===== config.mk =====
export PLATFORM = sky130hd
export DESIGN_NAME = mb8_sched
export DESIGN_NICKNAME = d
export VERILOG_FILES = /design/src/rtl/mb8_sched.sv
export SDC_FILE = /design/constraint.sdc
export NUM_CORES = 1
export LEC_CHECK = 0
export BUFFER_PORTS_ARGS = -buffer_cell sky130_fd_sc_hd__buf_2
export CORE_ASPECT_RATIO = 2
export CORE_UTILIZATION = 45
export DETAILED_ROUTE_END_ITERATION = 10
export GPL_TIMING_DRIVEN = 0
export PLACE_DENSITY = 0.77
export SYNTH_ARGS = -nofsm -noshare
export SYNTH_HDL_FRONTEND = slang
export SYNTH_SLANG_ARGS = --single-unit

===== constraint.sdc =====
create_clock -name clk -period 2.2 [get_ports clk]
set_input_delay 0.33 -clock clk [delete_from_list [all_inputs] [get_ports clk]]
set_output_delay 0.33 -clock clk [all_outputs]
set_load 0.01 [all_outputs]

===== src/rtl/mb8_sched.sv =====
// mb8_sched: round-robin front end that shares one pipelined carry-save multiplier
// among NREQ requesters, tagging each issue and returning the product to its owner.
module mb8_sched #(
  parameter int WIDTH = 8,
  parameter int NREQ  = 4,
  parameter int LAT   = 2
) (
  input  logic                    clk,
  input  logic                    rst_n,
  input  logic [NREQ-1:0]         req_valid,
  output logic [NREQ-1:0]         req_ready,
  input  logic [NREQ*WIDTH-1:0]   req_a,
  input  logic [NREQ*WIDTH-1:0]   req_b,
  output logic [NREQ-1:0]         rsp_valid,
  input  logic [NREQ-1:0]         rsp_ready,
  output logic [NREQ*2*WIDTH-1:0] rsp_p,
  output logic [WIDTH-1:0]        mx1,
  output logic [WIDTH-1:0]        my1,
  input  logic [2*WIDTH-1:0]      sum1,
  input  logic [2*WIDTH-1:0]      carry1,
  output logic                    busy
);
  localparam int PW  = (NREQ > 1) ? $clog2(NREQ) : 1;
  localparam int PWD = 2 * WIDTH;

  logic [PW-1:0]        ptr_q, ptr_d;
  logic [NREQ-1:0]      outstanding_q, outstanding_d;
  logic [NREQ-1:0]      rsp_valid_q, rsp_valid_d;
  logic [NREQ*PWD-1:0]  rsp_p_q, rsp_p_d;
  logic [WIDTH-1:0]     mx1_q, mx1_d;
  logic [WIDTH-1:0]     my1_q, my1_d;
  logic [LAT:0]         tag_v_q, tag_v_d;
  logic [LAT:0][PW-1:0] tag_q, tag_d;

  logic [NREQ-1:0] eligible;
  logic [NREQ-1:0] rsp_hs;
  logic            grant_v;
  logic [PW-1:0]   grant_idx;
  logic [PW-1:0]   cand;
  int              arb_idx;
  logic            accept;
  logic [PWD-1:0]  product;
  logic            res_v;
  logic [PW-1:0]   res_tag;

  assign eligible = req_valid & ~outstanding_q;
  assign rsp_hs   = rsp_valid_q & rsp_ready;

  // Grant the first eligible index at or after ptr, wrapping modulo NREQ.
  always_comb begin
    grant_v   = 1'b0;
    grant_idx = '0;
    arb_idx   = 0;
    cand      = '0;
    for (int k = 0; k < NREQ; k++) begin
      arb_idx = (int'(ptr_q) + k) % NREQ;
      cand    = PW'(arb_idx);
      if (!grant_v && eligible[cand]) begin
        grant_v   = 1'b1;
        grant_idx = cand;
      end
    end
  end

  assign accept = grant_v & rst_n;

  always_comb begin
    req_ready = '0;
    if (accept) req_ready[grant_idx] = 1'b1;
  end

  // Stage 0 of the tag pipeline travels alongside mx1/my1.
  always_comb begin
    ptr_d = ptr_q;
    mx1_d = '0;
    my1_d = '0;
    if (accept) begin
      ptr_d = (grant_idx == PW'(NREQ - 1)) ? {PW{1'b0}} : grant_idx + 1'b1;
      mx1_d = req_a[grant_idx*WIDTH +: WIDTH];
      my1_d = req_b[grant_idx*WIDTH +: WIDTH];
    end
    tag_v_d = {tag_v_q[LAT-1:0], accept};
    tag_d   = {tag_q[LAT-1:0], (accept ? grant_idx : {PW{1'b0}})};
  end

  assign res_v   = tag_v_q[LAT];
  assign res_tag = tag_q[LAT];
  assign product = sum1 + carry1;

  // A handshake frees a slot; an aligned resolve fills the owner's slot.
  always_comb begin
    outstanding_d = outstanding_q & ~rsp_hs;
    if (accept) outstanding_d[grant_idx] = 1'b1;
    rsp_valid_d = rsp_valid_q & ~rsp_hs;
    rsp_p_d     = rsp_p_q;
    if (res_v) begin
      rsp_valid_d[res_tag]          = 1'b1;
      rsp_p_d[res_tag*PWD +: PWD]   = product;
    end
  end

  always_ff @(posedge clk or negedge rst_n) begin
    if (!rst_n) begin
      ptr_q         <= '0;
      outstanding_q <= '0;
      rsp_valid_q   <= '0;
      rsp_p_q       <= '0;
      mx1_q         <= '0;
      my1_q         <= '0;
      tag_v_q       <= '0;
      tag_q         <= '0;
    end else begin
      ptr_q         <= ptr_d;
      outstanding_q <= outstanding_d;
      rsp_valid_q   <= rsp_valid_d;
      rsp_p_q       <= rsp_p_d;
      mx1_q         <= mx1_d;
      my1_q         <= my1_d;
      tag_v_q       <= tag_v_d;
      tag_q         <= tag_d;
    end
  end

  assign rsp_valid = rsp_valid_q;
  assign rsp_p     = rsp_p_q;
  assign mx1       = mx1_q;
  assign my1       = my1_q;
  assign busy      = |outstanding_q;

endmodule

==> results.toml, run 1 <==
[min_path]
hold_path.class = "in -> async"

[setup_path]
worstSetupPathType = "reg -> out"
r2r-start = "outstanding_q[2]$_DFF_PN0_"
cpMaxStageDelayCell = "dfrtp_1"
r2r_cells = 7
cp_cell_sequence = "nor2b_4, o22ai_4, o21ai_2, nand2_2, buf_8, inv_4, ha_2, and2_4, buf_6"
r2r-end = "mx1[5]$_DFF_PN0_"
crit_arrival_ns = 1.99
rrSetupSlack_ns = 0.05
required_ns = 1.87
cp_slowest_stage_delay_ns = 0.43
start_kind = "flip-flop"
crit_fanout = 5
worstSetupEndpointType = "output pin"

[detailed_routing]
drc = 0
drtIter0Drc = 269
vias = 5156
wl_mm = 17.2
viasPerCell = 5.84
wl_per_cell_um = 19.4
firstDrtPassIters = 5
detail-route-antenna-nets = 0

[timing]
hold_viol_final = 0
grt_setup_unrepaired = "yes"
fin_worst_skew_ns = 0.00906
period_needed_ns = 2.32
fmax_ghz = 0.431
period_share_pct = 105
report.final.setup_viol = 4
tightest_slew_ns = 0.664
slew_headroom_pct = 55.7
fin_ws_ns = -0.119
report.final.slew_viol_count = 0

[finish]
fin_nets = 870
regArea_um2 = 2480
area_growth_pct = 37.8
utilization_pct = 63.8
layout.cells.non_filler = 883
multi_input_area_um2 = 2760
diodes = 0
fillCellCount = 909
drive_above_1_share_pct = 38.9

[clock_tree]
clock_latency_ns = 0.35
cts_sinks = 99
clk_pin_slew_ns = 0.07
cts_tree = "built"
cts_made_buffers = 9
clock_path_buffers = 2
htreeDepth = 3
cts_root_buffer = "clkbuf_16"

[global_routing]
grt_use_total_pct = 28.8
grt_pass1_vias = 5425
grt_pass1_wl_mm = 26.3
grt_max_degree = 60
antenna_found_initial = 0
grt_overflow = 0

[die]
core_um2 = 11300
rows = 55
start_util_pct = 46.3
fp.dieW_um = 78.2
chipHeight_um = 154
die-area_um2 = 12100
pin_count = 195

[power_and_ir_drop]
power_leakage_nw = 3.66
pwr-share-clk_pct = 23.1
switchingPower_mw = 3.01
pwr-share-comb_pct = 43.1
power.internal_mw = 5.06
netSwitchingFraction_pct = 37.3
power_frac_seq_pct = 33.9
ir_worst_vdd_v = 0.000913
power_per_cell_area_nw_per_um2 = 1120

[synthesis]
ys.flop_type = "dfrtp_1"
syn_avg_cell_area_um2 = 10.2
async_flop_share_pct = 100
synth_top_area_share_pct = 47.4
netlist_instances = 511
synth_nets = 645
synth_area_leaders = "dfrtp_1 (47%), ha_1 (6.5%), a22o_1 (5.4%)"
yosysMostFrequentCell = "dfrtp_1"
yosys.area.top_type = "dfrtp_1"
synth_area_um2 = 5230
ys_seq_area_share_pct = 47.4
synth_edf_count = 0
synth.distinct_cells = 56
yosys_warnings = 0
ys_top_cells_by_count = "dfrtp_1 (99), nand2_1 (60), a211oi_1 (33)"
postSynthRegisterBits = 99

[place]
globalplace.congestion = 0.935
dp_hpwl_mm = 12.9
port_buffers = 194
dp_cells = 848

[status]
status = "finished, violations left"
violations = "negative setup slack"

[job]
cap_viol_max_count = 0
-- power by group through the flow --
stage               combinational, mW  clock (mW)  sequential, mW
finish                           3.48        1.86            2.73
global route                     3.76        1.96            2.79
CTS                              3.26        1.88            2.72
detailed placement               2.90           0            2.74
global placement                 2.81           0            2.71
floorplan                        1.54           0            2.90
-- sequential cells by signal, summed over array words and instances, names as in the netlist --
signal,cells
rsp_p,64
mx1,8
my1,8
outstanding_q,4
rsp_valid,4
tag_d,4
tag_v_q,3
ptr_q,2
res_tag,2
-- cell usage in the layout (no fill, tap or decap), types with 3 or more instances in the layout --
cell | netlist | final
buf_2 | 3 | 192
dfrtp_1 | 99 | 97
nand2_1 | 60 | 57
a211oi_1 | 33 | 32
a22o_1 | 32 | 32
buf_4 | 2 | 24
a21oi_1 | 23 | 23
nor2b_1 | 24 | 21
o21ai_0 | 22 | 20
mux2i_1 | 20 | 19
nor2_1 | 20 | 19
ha_1 | 27 | 19
nand3_1 | 13 | 13
inv_1 | 14 | 12
clkbuf_1 | 20 | 10
clkbuf_16 | 0 | 9
a21o_1 | 8 | 8
xnor2_1 | 7 | 7
o211ai_1 | 6 | 6
o31ai_1 | 6 | 6
ha_2 | 0 | 6
nand2b_1 | 7 | 5
and2_4 | 1 | 5
and3_1 | 5 | 5
a32o_1 | 4 | 4
nand4_1 | 4 | 4
buf_6 | 0 | 4
nor2b_4 | 0 | 3
nand2_2 | 0 | 3
o21a_1 | 3 | 3
a211o_1 | 3 | 3
a32oi_1 | 3 | 3
nor3_1 | 3 | 3
mux2_2 | 3 | 3
clkbuf_8 | 0 | 3
bufinv_16 | 0 | 3
-- cell type report --
class	instances	area share (%)
plain buffers	21	1.79
repair buffers	219	17.1
well taps	142	2.47
clock inverters	5	1.49
flip-flops and latches	99	34.4
inverters	15	0.921
multi-input cells	371	38.3
clock buffers	11	3.51
-- metrics by stage --
stage | power (mW) | worst slack [ns] | hold WS, ns | TNS [ns] | instance area [um2]
floorplan | 4.44 | 0.00571 | 0.0344 | 0 | 5230
global placement | 5.52 | -1.36 | 0.333 | -64.02 | 6380
detailed placement | 5.64 | -0.502 | 0.336 | -20.87 | 6410
CTS | 7.86 | -0.146 | 0.0112 | -0.555 | 7080
global route | 8.51 | -0.183 | 0.0206 | -0.604 | 7200
finish | 8.08 | -0.119 | 0.00367 | -0.374 | 7200
-- how the worst max path moves through the flow --
stage | startpoint | endpoint | slack (ns) | depth (start not counted)
after floorplan | sum1[6] | rsp_p[62]$_DFFE_PN0P_ | 0.006 | 7
after global placement | rst_n | req_ready[0] | -1.36 | 5
after detailed placement | res_tag[0]$_DFF_PN0_ | rsp_p[13]$_DFFE_PN0P_ | -0.50 | 9
after CTS | outstanding_q[0]$_DFF_PN0_ | req_ready[3] | -0.15 | 8
after global routing | outstanding_q[1]$_DFF_PN0_ | req_ready[3] | -0.18 | 9
final | outstanding_q[1]$_DFF_PN0_ | req_ready[3] | -0.12 | 9
-- kinds of logic (layout without fill, tap and decap cells) --
family          count (synthesis)  after routing  synth area share [%]
buf+inv                        41            271                  3.16
xor+xnor                        8              8                  1.34
simple gates                  150            150                  14.0
compound gates                162            162                  22.8
mux                            23             23                  4.48
flops                          99             99                  47.4
fa+ha+maj                      28             28                  6.85
-- layer usage --
metal  part of all wire, %  GRT usage (%)  vias to the layer above
met5                     0              0                        -
met4                   6.7           20.2                        0
met3                   5.9           5.07                       75
met2                    55           55.6                      293
met1                    33           25.8                     2460
li1                      -              -                     2328
-- timing repair --
action / in CTS / in global routing
setup endpoints to repair: 60 / 60
gates resized for setup: 44 / 31
setup buffers: 15 / 6
pin swaps: 6 / 8
endpoints found under the hold margin: 32 / 0
hold buffers: 3 / 0
-- worst max-delay path, delay by kind of cell (launching register included) --
kind	cells	cell delay (ns)
AO/OA/AOI/OAI	2	0.29
adder cells (fa/ha/maj)	1	0.16
buffers and inverters	3	0.32
flip-flops	1	0.43
AND/OR/NAND/NOR	3	0.45
Note: power is estimated with default switching activity, not from simulation.
==> run 2, diff against run 1 <==
--- a/config.mk
+++ b/config.mk
@@ -11,6 +11,7 @@
 export DETAILED_ROUTE_END_ITERATION = 10
 export GPL_TIMING_DRIVEN = 0
 export PLACE_DENSITY = 0.77
+export SKIP_LAST_GASP = 1
 export SYNTH_ARGS = -nofsm -noshare
 export SYNTH_HDL_FRONTEND = slang
 export SYNTH_SLANG_ARGS = --single-unit
==> constraint.sdc (replaced) <==
create_clock -name clk -period 2 [get_ports clk]
set_input_delay 0.3 -clock clk [delete_from_list [all_inputs] [get_ports clk]]
set_output_delay 0.3 -clock clk [all_outputs]
set_load 0.01 [all_outputs]
==> run 2 against run 1 <==
Compared with the run above: largest power group unchanged; the run still ends with negative setup slack left; wire length rose by 4.2%; critical path depth fell by 1; sequential power rose by 10%; combinational power rose by 16%; non-clock buffer count rose by 2; global-route usage rose by 1.6 points; cell count rose by 0.23%.
==> results.toml, run 2 (synthesis results as in run 1) <==
[status]
status = "finished, violations left"
violations = "negative setup slack"

[detailed_routing]
drtIter0Drc = 299
firstDrtPassIters = 5
wl_mm = 17.9
drc = 0
detail-route-antenna-nets = 0
wl_per_cell_um = 20.2
viasPerCell = 5.87
vias = 5198

[timing]
tightest_slew_ns = 1.07
report.final.setup_viol = 4
fin_ws_ns = -0.310
period_share_pct = 116
grt_setup_unrepaired = "yes"
hold_viol_final = 0
slew_headroom_pct = 28.6
fmax_ghz = 0.433
report.final.slew_viol_count = 0
period_needed_ns = 2.31
fin_worst_skew_ns = 0.00873

[finish]
final_cell_mix = "buf_2 (189), dfrtp_1 (97), nand2_1 (56), a22o_1 (32), a211oi_1 (25)"
diodes = 0
drive_above_1_share_pct = 42.8
fin_nets = 872
largest_reg_flops = 64
final_common_cell = "buf_2"
area_growth_pct = 41.2

[die]
die-area_um2 = 12100
rows = 55
chipHeight_um = 154
start_util_pct = 46.3
fp.dieW_um = 78.2
core_um2 = 11300
pin_count = 195

[setup_path]
r2r_cells = 7
r2r-end = "mx1[0]$_DFF_PN0_"
r2r-start = "outstanding_q[0]$_DFF_PN0_"
start_kind = "flip-flop"
required_ns = 1.70
crit_fanout = 4
rrSetupSlack_ns = 0.04
crit_arrival_ns = 2.01
worstSetupPathType = "reg -> out"
worstSetupEndpointType = "output pin"

[power_and_ir_drop]
power_leakage_nw = 3.69
power_per_cell_area_nw_per_um2 = 1190
ir_worst_vdd_v = 0.00101
total_power_mw = 8.81

[global_routing]
grt_pass1_wl_mm = 27.6
grt_overflow = 0
antenna_found_initial = 0
grt_pass1_vias = 5408
grt_use_total_pct = 30.4
grt_max_degree = 40

[min_path]
hold_path.class = "in -> async"

[job]
cap_viol_max_count = 0

[clock_tree]
clk_pin_slew_ns = 0.07
htreeDepth = 3
cts_root_buffer = "clkbuf_16"
clock_path_buffers = 2
cts_sinks = 99
clock_latency_ns = 0.35
cts_made_buffers = 9
cts_tree = "built"

[place]
port_buffers = 194
dp_slack_ns = -0.775
globalplace.congestion = 0.915
dp_hpwl_mm = 13.2
-- run 2: power breakdown --
part / switching, mW / total, mW / internal, mW
sequential: 0.396 / 3.01 / 2.61
clock: 0.754 / 1.76 / 1.01
combinational: 2.28 / 4.04 / 1.76
total: 3.43 / 8.81 / 5.38
-- run 2: area by class of cell --
class                           instances  area [um2]
Fill cell                             873        3900
Clock inverter                          5        60.1
Multi-Input combinational cell        371        2910
Inverter                               15        65.1
Buffer                                 21         163
Tap cell                              142         178
Timing Repair Buffer                  221        1280
Sequential cell                        99        2480
Clock buffer                           11         243
-- run 2: worst max-delay path, stage by stage (launching register included) --
cell and delay (ns):
dfrtp_2 0.45, nand2b_4 0.18, o21a_1 0.19, o22a_2 0.26, buf_8 0.15, inv_6 0.07, ha_4 0.11, and2_4 0.15
buf_6 0.10
-- run 2: worst max path at each step --
stage / start / to / slack, ns
2_1_floorplan: sum1[7] / rsp_p[62]$_DFFE_PN0P_ / -0.03
3_3_place_gp: rst_n / req_ready[2] / -1.48
3_5_place_dp: res_tag[0]$_DFF_PN0_ / rsp_p[45]$_DFFE_PN0P_ / -0.77
4_1_cts: outstanding_q[0]$_DFF_PN0_ / req_ready[1] / -0.34
5_1_grt: outstanding_q[1]$_DFF_PN0_ / req_ready[1] / -0.36
6_report: outstanding_q[0]$_DFF_PN0_ / req_ready[1] / -0.31
-- run 2: timing repair --
action | CTS | global route
pin swaps | 10 | 18
hold buffers | 4 | 0
hold endpoints to repair | 39 | 0
resized for setup | 65 | 44
setup endpoints to repair | 89 | 64
buffers inserted | 17 | 6
-- run 2: metrics by stage --
step / utilization, % / hold WS (ns) / instance area, um2 / cells / TNS, ns
final: 65.4 / 0.0252 / 7380 / 885 / -1.20
after global routing: 65.4 / 0.0404 / 7380 / 885 / -1.61
after CTS: 64.0 / 0.0290 / 7230 / 881 / -1.35
after detailed placement: 57.3 / 0.312 / 6460 / 848 / -30.07
after global placement: 57.0 / 0.333 / 6430 / 847 / -86.19
after floorplan: - / 0.00441 / 5290 / 511 / -0.111
-- run 2: metal layers --
layer	GRT usage, %	part of all wire [%]
met4	20.4	6.3
met3	5.37	6.2
met1	28.0	33
met5	0	0
met2	58.3	55
==> run 3, diff against run 2 <==
--- a/config.mk
+++ b/config.mk
@@ -10,7 +10,7 @@
 export CORE_UTILIZATION = 45
 export DETAILED_ROUTE_END_ITERATION = 10
 export GPL_TIMING_DRIVEN = 0
-export PLACE_DENSITY = 0.77
+export PLACE_DENSITY = 0.78
 export SKIP_LAST_GASP = 1
 export SYNTH_ARGS = -nofsm -noshare
 export SYNTH_HDL_FRONTEND = slang
==> run 3 against run 2 <==
Compared with the run above: non-clock buffer count did not move; flip-flop and latch count stayed put; critical endpoint unchanged; combinational power grew 1%; the run ends with negative hold slack, negative setup slack left; critical path depth rose by 1; clock skew shrank 0.0015 ns.
==> results.toml, run 3 (synthesis results as in run 1) <==
[status]
status = "finished, violations left"
violations = "negative hold slack, negative setup slack"

[timing]
report.final.slew_viol_count = 0
period_needed_ns = 2.31
whs_ns = -0.0306
report.final.setup_viol = 4
tightest_slew_ns = 0.671
period_share_pct = 116
fin_ws_ns = -0.312
grt_setup_unrepaired = "yes"
fmax_ghz = 0.433
hold_viol_final = 45
slew_headroom_pct = 55.3
fin_worst_skew_ns = 0.00727

[finish]
fin_nets = 872
drive_above_1_share_pct = 44.8
regArea_um2 = 2480
area_growth_pct = 42.3
final_cell_mix = "buf_2 (190), dfrtp_1 (96), nand2_1 (58), a22o_1 (32), buf_4 (26)"
multi_input_area_um2 = 2950
diodes = 0
largest_reg_flops = 64
fin_area_um2 = 7430
utilization_pct = 65.9
final_common_cell = "buf_2"
fillCellCount = 889
layout.cells.non_filler = 885

[global_routing]
top_usage_layer = "met2"
grt_util_met2_pct = 56.9
met1_usage_pct = 27.9
grt_pass1_wl_mm = 27.4
grt.met3_usage_pct = 5.37
grt_overflow = 0
grt_use_total_pct = 29.8
grt_max_degree = 57
grt_pass1_vias = 5450
antenna_found_initial = 0

[clock_tree]
cts_made_buffers = 9
cts_tree = "built"
clk_pin_slew_ns = 0.07
clock_latency_ns = 0.35
htreeDepth = 3
cts_sinks = 99
clock_path_buffers = 2
cts_root_buffer = "clkbuf_16"

[detailed_routing]
vias = 5205
firstDrtPassIters = 5
drtIter0Drc = 309
wl_mm = 17.6
viasPerCell = 5.88
detail-route-antenna-nets = 0
drc = 0
wl_per_cell_um = 19.9

[setup_path]
required_ns = 1.70
start_kind = "flip-flop"
worstSetupPathType = "reg -> out"
crit_arrival_ns = 2.01
crit_fanout = 4
worstSetupEndpointType = "output pin"

[power_and_ir_drop]
pwr-share-comb_pct = 44.9
pwr-share-clk_pct = 22.4
power_leakage_nw = 3.71
power.internal_mw = 5.64
total_power_mw = 9.11
power_frac_seq_pct = 32.6
power_per_cell_area_nw_per_um2 = 1230
switchingPower_mw = 3.47
netSwitchingFraction_pct = 38.1
ir_worst_vdd_v = 0.000874

[die]
rows = 55
pin_count = 195
fp.dieW_um = 78.2
chipHeight_um = 154
start_util_pct = 46.3
die-area_um2 = 12100
core_um2 = 11300

[place]
globalplace.congestion = 0.974
dp_cells = 848
placed_area_um2 = 6460
dp_hpwl_mm = 13.1
port_buffers = 194

[min_path]
hold_path.class = "in -> async"

[job]
cap_viol_max_count = 0
[run 3: changes by cell type in the layout (fill, tap and decap cells not counted), moves of 3 or more]
cell,previous run,this run
buf_6,8,4
buf_4,22,26
a21oi_2,1,4
mux2i_2,0,4
a211oi_2,8,16
buf_12,4,1
mux2i_1,19,13
a211oi_1,25,17
a21oi_1,22,19
[run 3: path summary, 6_finish.rpt]
path | startpoint | endpoint | slack (ns) | depth (start not counted)
max | outstanding_q[0]$_DFF_PN0_ | req_ready[1] | -0.31 | 9
min | rst_n | rsp_p[55]$_DFFE_PN0P_ | -0.03 | 1
max reg2reg | outstanding_q[0]$_DFF_PN0_ | mx1[6]$_DFF_PN0_ | 0.03 | 8
min reg2reg | tag_d[3]$_DFF_PN0_ | tag_d[5]$_DFF_PN0_ | 0.35 | 0
max in group asynchronous | rst_n | res_tag[0]$_DFF_PN0_ | 1.32 | 2
min in group clk | rsp_ready[3] | rsp_valid[3]$_DFF_PN0_ | 0.16 | 2
[run 3: routing by layer]
layer | wire length [um] | part of all wire (%)
met2 | 9740 | 55
met1 | 5700 | 32
met5 | 0 | 0
met3 | 1100 | 6.3
met4 | 1070 | 6.1
[run 3: critical path: stages, from the launching register on]
cell      delay [ns]
dfrtp_2         0.44
nand2b_4        0.16
o21a_1          0.17
o22a_2          0.23
buf_8           0.13
buf_8           0.13
inv_8           0.06
ha_4            0.11
and2_4          0.14
buf_6           0.10
[run 3: layout make-up]
type	count	area share, %
Inverter	15	0.858
Clock buffer	9	3.03
Tap cell	142	2.39
Sequential cell	99	33.4
Clock inverter	7	1.67
Buffer	22	2.49
Multi-Input combinational cell	371	39.7
Timing Repair Buffer	220	16.5
[run 3: power by group through the flow]
stage / logic, mW / registers, mW / clock network, mW
after global routing: 4.41 / 3.03 / 2.14
after global placement: 3.15 / 2.97 / 0
after floorplan: 1.73 / 3.18 / 0
after detailed placement: 3.25 / 3.01 / 0
after CTS: 3.77 / 2.97 / 2.07
final: 4.10 / 2.97 / 2.05
[run 3: repair_timing]
item,in CTS,in global routing
resized for setup,62,58
endpoints found under the setup margin,89,69
setup buffers,17,8
hold endpoints to repair,45,0
pin swaps,11,13
[run 3: metrics by stage]
step                      TNS [ns]  setup WS (ns)
after detailed placement    -28.92         -0.681
final                        -1.23         -0.312
after floorplan             -0.111        -0.0311
after CTS                    -1.29         -0.328
after global placement      -86.89          -1.48
after global routing         -1.42         -0.354
